==> src/rtl/page_buf_arbiter.sv <==
// page_buf_arbiter
//   Owns the shared page buffer between the host port and the flash
//   controller port. One requester at a time is granted and beats are
//   counted up to BUF_DEPTH. The arbiter tracks whose data the buffer holds
//   (content), so only coherent transfers are granted: a writer needs an
//   empty buffer, and a reader needs the other side's data.
//
// Ports
//   clk, rst_n                       clock, asynchronous active-low reset
//   host_req/dir/beat                host request level, direction (1 = write), beat strobe
//   host_gnt/done/err                host grant, 1-cycle completion and error pulses
//   ctrl_req/dir/beat                controller request level, direction (1 = write), beat strobe
//   ctrl_gnt/done/err                controller grant, 1-cycle completion and error pulses
//   buf_sel/we/re                    host-side buffer strobes
//   cntrl_sel/we/re                  controller-side buffer strobes
//   beat_cnt                         beats completed in the current grant
//   content                          0 EMPTY, 1 HOST_DATA, 2 FLASH_DATA
module page_buf_arbiter #(
    parameter int BUF_DEPTH = 2048,
    parameter int CNT_W     = 12,
    parameter int TIMEOUT   = 1024
) (
    input  logic             clk,
    input  logic             rst_n,
    input  logic             host_req,
    input  logic             host_dir,
    input  logic             host_beat,
    output logic             host_gnt,
    output logic             host_done,
    output logic             host_err,
    input  logic             ctrl_req,
    input  logic             ctrl_dir,
    input  logic             ctrl_beat,
    output logic             ctrl_gnt,
    output logic             ctrl_done,
    output logic             ctrl_err,
    output logic             buf_sel,
    output logic             buf_we,
    output logic             buf_re,
    output logic             cntrl_sel,
    output logic             cntrl_we,
    output logic             cntrl_re,
    output logic [CNT_W-1:0] beat_cnt,
    output logic [1:0]       content
);

    typedef enum logic [1:0] {
        S_IDLE       = 2'd0,
        S_GRANT_HOST = 2'd1,
        S_GRANT_CTRL = 2'd2,
        S_DONE       = 2'd3
    } state_t;

    localparam logic [1:0] C_EMPTY = 2'd0;
    localparam logic [1:0] C_HOST  = 2'd1;
    localparam logic [1:0] C_FLASH = 2'd2;

    localparam int               TO_W      = $clog2(TIMEOUT + 1);
    localparam logic [CNT_W-1:0] LAST_BEAT = CNT_W'(BUF_DEPTH - 1);
    localparam logic [TO_W-1:0]  TO_LAST   = TO_W'(TIMEOUT - 1);

    state_t            state_q, state_d;
    logic [1:0]        content_q, content_d;
    logic [CNT_W-1:0]  beat_cnt_q, beat_cnt_d;
    logic [TO_W-1:0]   idle_cnt_q, idle_cnt_d;
    logic              dir_q, dir_d;
    logic              rr_last_q, rr_last_d;     // 1 = controller was granted last
    logic              host_blk_q, host_blk_d;   // set after an illegal request until req drops
    logic              ctrl_blk_q, ctrl_blk_d;
    logic              host_done_q, host_done_d;
    logic              host_err_q, host_err_d;
    logic              ctrl_done_q, ctrl_done_d;
    logic              ctrl_err_q, ctrl_err_d;

    logic host_legal, ctrl_legal;
    logic host_go, ctrl_go;
    logic act_host, act_req, act_beat;

    always_comb begin
        state_d     = state_q;
        content_d   = content_q;
        beat_cnt_d  = beat_cnt_q;
        idle_cnt_d  = idle_cnt_q;
        dir_d       = dir_q;
        rr_last_d   = rr_last_q;
        // A blocked requester is re-armed only once it drops its request.
        host_blk_d  = host_blk_q & host_req;
        ctrl_blk_d  = ctrl_blk_q & ctrl_req;
        host_done_d = 1'b0;
        host_err_d  = 1'b0;
        ctrl_done_d = 1'b0;
        ctrl_err_d  = 1'b0;

        host_legal = host_dir ? (content_q == C_EMPTY) : (content_q == C_FLASH);
        ctrl_legal = ctrl_dir ? (content_q == C_EMPTY) : (content_q == C_HOST);
        host_go    = host_req & ~host_blk_q & host_legal;
        ctrl_go    = ctrl_req & ~ctrl_blk_q & ctrl_legal;

        // Signals of whichever port currently owns the buffer.
        act_host = (state_q == S_GRANT_HOST);
        act_req  = act_host ? host_req  : ctrl_req;
        act_beat = act_host ? host_beat : ctrl_beat;

        case (state_q)
            S_IDLE: begin
                beat_cnt_d = '0;
                idle_cnt_d = '0;
                if (host_req && !host_blk_q && !host_legal) begin
                    host_err_d = 1'b1;
                    host_blk_d = 1'b1;
                end
                if (ctrl_req && !ctrl_blk_q && !ctrl_legal) begin
                    ctrl_err_d = 1'b1;
                    ctrl_blk_d = 1'b1;
                end
                // On a tie the port that was not granted last wins.
                if (host_go && (!ctrl_go || rr_last_q)) begin
                    state_d   = S_GRANT_HOST;
                    dir_d     = host_dir;
                    rr_last_d = 1'b0;
                end else if (ctrl_go) begin
                    state_d   = S_GRANT_CTRL;
                    dir_d     = ctrl_dir;
                    rr_last_d = 1'b1;
                end
            end

            S_GRANT_HOST, S_GRANT_CTRL: begin
                if (!act_req || (!act_beat && idle_cnt_q == TO_LAST)) begin
                    // Abort: the partial page is discarded.
                    state_d    = S_DONE;
                    content_d  = C_EMPTY;
                    beat_cnt_d = '0;
                    idle_cnt_d = '0;
                    host_err_d = act_host;
                    ctrl_err_d = ~act_host;
                end else if (act_beat) begin
                    idle_cnt_d = '0;
                    if (beat_cnt_q == LAST_BEAT) begin
                        state_d     = S_DONE;
                        beat_cnt_d  = '0;
                        host_done_d = act_host;
                        ctrl_done_d = ~act_host;
                        if (!dir_q)        content_d = C_EMPTY;
                        else if (act_host) content_d = C_HOST;
                        else               content_d = C_FLASH;
                    end else begin
                        beat_cnt_d = beat_cnt_q + CNT_W'(1);
                    end
                end else begin
                    idle_cnt_d = idle_cnt_q + TO_W'(1);
                end
            end

            S_DONE: begin
                state_d    = S_IDLE;
                beat_cnt_d = '0;
                idle_cnt_d = '0;
            end

            default: state_d = S_IDLE;
        endcase
    end

    always_ff @(posedge clk or negedge rst_n) begin
        if (!rst_n) begin
            state_q     <= S_IDLE;
            content_q   <= C_EMPTY;
            beat_cnt_q  <= '0;
            idle_cnt_q  <= '0;
            dir_q       <= 1'b0;
            rr_last_q   <= 1'b1;
            host_blk_q  <= 1'b0;
            ctrl_blk_q  <= 1'b0;
            host_done_q <= 1'b0;
            host_err_q  <= 1'b0;
            ctrl_done_q <= 1'b0;
            ctrl_err_q  <= 1'b0;
        end else begin
            state_q     <= state_d;
            content_q   <= content_d;
            beat_cnt_q  <= beat_cnt_d;
            idle_cnt_q  <= idle_cnt_d;
            dir_q       <= dir_d;
            rr_last_q   <= rr_last_d;
            host_blk_q  <= host_blk_d;
            ctrl_blk_q  <= ctrl_blk_d;
            host_done_q <= host_done_d;
            host_err_q  <= host_err_d;
            ctrl_done_q <= ctrl_done_d;
            ctrl_err_q  <= ctrl_err_d;
        end
    end

    assign host_gnt  = (state_q == S_GRANT_HOST);
    assign ctrl_gnt  = (state_q == S_GRANT_CTRL);
    assign host_done = host_done_q;
    assign host_err  = host_err_q;
    assign ctrl_done = ctrl_done_q;
    assign ctrl_err  = ctrl_err_q;

    // Strobes use the direction latched at grant time.
    assign buf_sel   = host_gnt;
    assign buf_we    = host_gnt & dir_q & host_beat;
    assign buf_re    = host_gnt & ~dir_q & host_beat;
    assign cntrl_sel = ctrl_gnt;
    assign cntrl_we  = ctrl_gnt & dir_q & ctrl_beat;
    assign cntrl_re  = ctrl_gnt & ~dir_q & ctrl_beat;

    assign beat_cnt  = beat_cnt_q;
    assign content   = content_q;

endmodule
==> config.mk <==
export PLATFORM = sky130hd
export DESIGN_NAME = page_buf_arbiter
export DESIGN_NICKNAME = d
export VERILOG_FILES = /design/src/rtl/page_buf_arbiter.sv
export SDC_FILE = /design/constraint.sdc
export NUM_CORES = 1
export LEC_CHECK = 0
export CAP_MARGIN = 25
export CELL_PAD_IN_SITES_DETAIL_PLACEMENT = 0
export CELL_PAD_IN_SITES_GLOBAL_PLACEMENT = 1
export CORE_AREA = 3 3 90 92
export CTS_CLUSTER_SIZE = 16
export DETAILED_ROUTE_END_ITERATION = 10
export DIE_AREA = 0 0 93 95
export PLACE_DENSITY = 0.56
export SKIP_LAST_GASP = 1
export SLEW_MARGIN = 20
export SYNTH_ARGS = -nofsm -noshare
export SYNTH_HDL_FRONTEND = slang
export SYNTH_SLANG_ARGS = --single-unit
export TNS_END_PERCENT = 1
==> constraint.sdc <==
create_clock -name clk -period 2.4 [get_ports clk]
set_input_delay 0.48 -clock clk [delete_from_list [all_inputs] [get_ports clk]]
set_output_delay 0.48 -clock clk [all_outputs]
set_load 0.02 [all_outputs]
==> key figures <==
Status
  – Status: finished, final reports clean

Drt
  – Vias per cell: 4.277
  – Detailed-router iteration count before antenna repair: 4
  – # DRC: 0
  – Total Wirelength: 4.084 mm
  – Antenna viol nets, final: 0
  – Initial DRC Count: 53
  – DR WL/cell: ~12 um
  – Via Count: 1403

Clocking
  – CTS tree: done
  – Num CTS Buffers: 5
  – Root buffer cell: clkbuf_8
  – Max Root-Sink Buffers: 2
  – Clock transition at path regs: 0.07 ns
  – # Post-CTS Setup Buffers: 0
  – Clk_lat worst skew: 0.28 ns
  – Max H-tree Level: 2
  – Num Clock Sinks: 35

Timing
  – Final Max Slew Viols: 0
  – Worst slew pin tran: 0.4446 ns
  – Hold_ws: 0.4499 ns
  – Tcrit/Tclk final: 0.9687
  – FMAX: 0.4301 GHz
  – Minimum clock period: approximately 2.3 ns
  – Slew HR: 0.7036
  – Final setup fails: 0
  – Final hold vios: 0
  – RSZ-0062 raised after global routing: true
  – Clk_skew: about 0.012 ns

Floorplan
  – IO Count: 34
  – Rows: 31
  – Horiz. Die Dim: 93 um
  – Die height: 95 um
  – DIE AREA: 8835 um2
  – Initial core utilization: 0.2524
  – Core area: around 7300 um2

Power
  – Power per Cell Area: between 900 and 1000 nW/um2
  – Worst VDD drop: just under 0.0003 V
  – Leakage power: about 0.0011 uW

Global routing
  – Global-route wire length before repair: ~7.1 mm
  – Initial antenna violation count: 0
  – Largest net degree at the start of global routing: 36
  – Vias in the first global route: between 1000 and 1500
  – Total track usage: 0.1010
  – Total grt overflow: 0

Worst setup path
  – Critical path type: reg -> out
  – WP data arrival: 1.84 ns
  – Worst Setup End Kind: primary output
  – Worst EP required: 1.92 ns
  – Critical path fanouts, max: 6
  – CP Launch Type: register

Synth
  – Post-synthesis xor/xnor area fraction: 0.09517
  – Largest area contributor in the netlist: dfrtp_1
  – Average cell area after synthesis: 9.895 um2
  – Syn nets: 201
  – Fraction of registers with async set or reset after synthesis: 1.000
  – Syn Inst Count: ~190
  – Simple-Gate Fraction of Synth Area: 0.2563
  – Largest family of logic cells by synthesized area: simple AND/OR/NAND/NOR gates
  – Post-Syn Area: 1841 um2
  – Synth top area cells: dfrtp_1 46%, nor2_1 6.3%, ha_1 4.8%
  – Post-synthesis mux area share: 0.01903
  – Most common cell in the netlist: dfrtp_1
  – Synth top area share: 0.4623
  – Register bit count reported by yosys: 35
  – Main synth FF type: dfrtp_1
  – Synth Area in Compound Gates: 0.07410
  – Post-synth cell types: 37
  – YS warnings: 0
  – Sequential fraction of the synthesis area: 0.4765
  – Top cells by count, synth: 34 x dfrtp_1, 31 x nor2_1, 12 x nand2_1
  – EDFF count, synth: 0
  – Synth Area in Adders: 0.04759

Place
  – HPWL Detailed: ~3.1 mm
  – Port Buffers: 33
  – GP Congestion: 0.7264
  – Placed cell count: 320

Run
  – Max-cap violations: 0

Cells and area
  – Non-Filler Instances: 328
  – Fraction of layout cells with a size suffix above 1: 0.08734
  – Post-layout net count: 243
  – Fill count: 794
  – N_diodes: 0
  – Synthesis-to-finish area growth: 33.58%

Min path
  – Worst Hold Class: reg -> reg
## kinds of logic (layout without fill, tap and decap cells)
group / after synthesis / after routing
simple gates: 91 / 91
flops: 35 / 35
xor+xnor: 20 / 20
compound gates: 19 / 19
buf+inv: 11 / 54
fa+ha+maj: 7 / 7
mux: 3 / 3
## metal layers
| layer | GRT usage | wire [um] | vias to the layer above | part of all wire |
|---|---|---|---|---|
| li1 | - | - | 728 | - |
| met1 | 0.1448 | 2126 | 642 | 0.52 |
| met2 | 0.1476 | 1723 | 29 | 0.42 |
| met3 | 0.03347 | 195 | 4 | 0.048 |
| met4 | 0.02198 | 38 | 0 | 0.0093 |
| met5 | 0 | 0 | - | 0 |
## worst paths after layout
| check | slack [ns] | to | start | depth (start not counted) |
|---|---|---|---|---|
| worst max-delay path | 0.08 | buf_sel | state_q[1]$_DFFE_PN0P_ | 4 |
| worst min-delay path | 0.45 | idle_cnt_q[0]$_DFF_PN0_ | idle_cnt_q[0]$_DFF_PN0_ | 1 |
| worst max register to register | 0.24 | content[0]$_DFFE_PN0P_ | state_q[1]$_DFFE_PN0P_ | 7 |
| worst min register to register | 0.45 | idle_cnt_q[0]$_DFF_PN0_ | idle_cnt_q[0]$_DFF_PN0_ | 1 |
| max in group asynchronous | 1.44 | rr_last_q$_DFFE_PN1P_ | rst_n | 2 |
| min in group asynchronous | 0.61 | beat_cnt[5]$_DFFE_PN0P_ | rst_n | 2 |
## flip-flops by register name, summed over array words and instances, names as in the netlist
| signal | count |
|---|---|
| content | 2 |
| beat_cnt | 12 |
| state_q | 2 |
| idle_cnt_q | 11 |
| host_err | 1 |
| host_blk_q | 1 |
| rr_last_q | 1 |
| host_done | 1 |
| dir_q | 1 |
| ctrl_err | 1 |
| ctrl_done | 1 |
| ctrl_blk_q | 1 |
## metrics by stage
| step | util | TNS (ns) | total power (uW) | setup slack, ns | cell area [um2] |
|---|---|---|---|---|---|
| 6_report | 0.3372 | 0 | 2284 | 0.07502 | 2459 |
| 3_3_place_gp | 0.3183 | 0 | 1689 | 0.1065 | 2321 |
| 4_1_cts | 0.3368 | 0 | 2332 | 0.01680 | 2456 |
| 5_1_grt | 0.3372 | -0.03201 | 2464 | -0.01862 | 2459 |
| 2_1_floorplan | - | 0 | 1349 | 0.07828 | 1841 |
| 3_5_place_dp | 0.3183 | 0 | 1686 | 0.07910 | 2321 |
## power breakdown
group | internal [uW] | switching, uW
Sequential | 674 | 68.4
Combinational | 408 | 512
Clock | 415 | 206
## cell usage in the layout (no fill, tap or decap), types with 4 or more instances in the layout
cell             count
clkbuf_8             5
nand3_1             10
a21oi_1              4
and3_1               8
xor2_1              10
xnor2_1             10
nor2_1              31
nand2_1             12
clkdlybuf4s50_1     32
inv_1                7
ha_1                 6
dfrtp_1             34
nand2b_1             4
nand4_1              7
buf_4                5
## timing repair
item,CTS,global route
resized for setup,1,1
hold buffers,0,0
setup endpoints to repair,3,4
hold endpoints to repair,0,0
## critical path, stage by stage, from the launching register on
cell	delay, ns
dfrtp_1	0.43
inv_1	0.12
ha_2	0.25
buf_4	0.16
clkdlybuf4s50_1	0.61
## layout make-up
| cell class | instances | area, um2 | area share |
|---|---|---|---|
| Tap cell | 99 | 123.9 | 0.05038 |
| Sequential cell | 35 | 877.1 | 0.3567 |
| Multi-Input combinational cell | 140 | 908.4 | 0.3695 |
| Clock inverter | 2 | 60.06 | 0.02443 |
| Clock buffer | 6 | 72.57 | 0.02952 |
| Timing Repair Buffer | 39 | 390.4 | 0.1588 |
| Inverter | 7 | 26.28 | 0.01069 |
(Power assumes the default switching activity.)
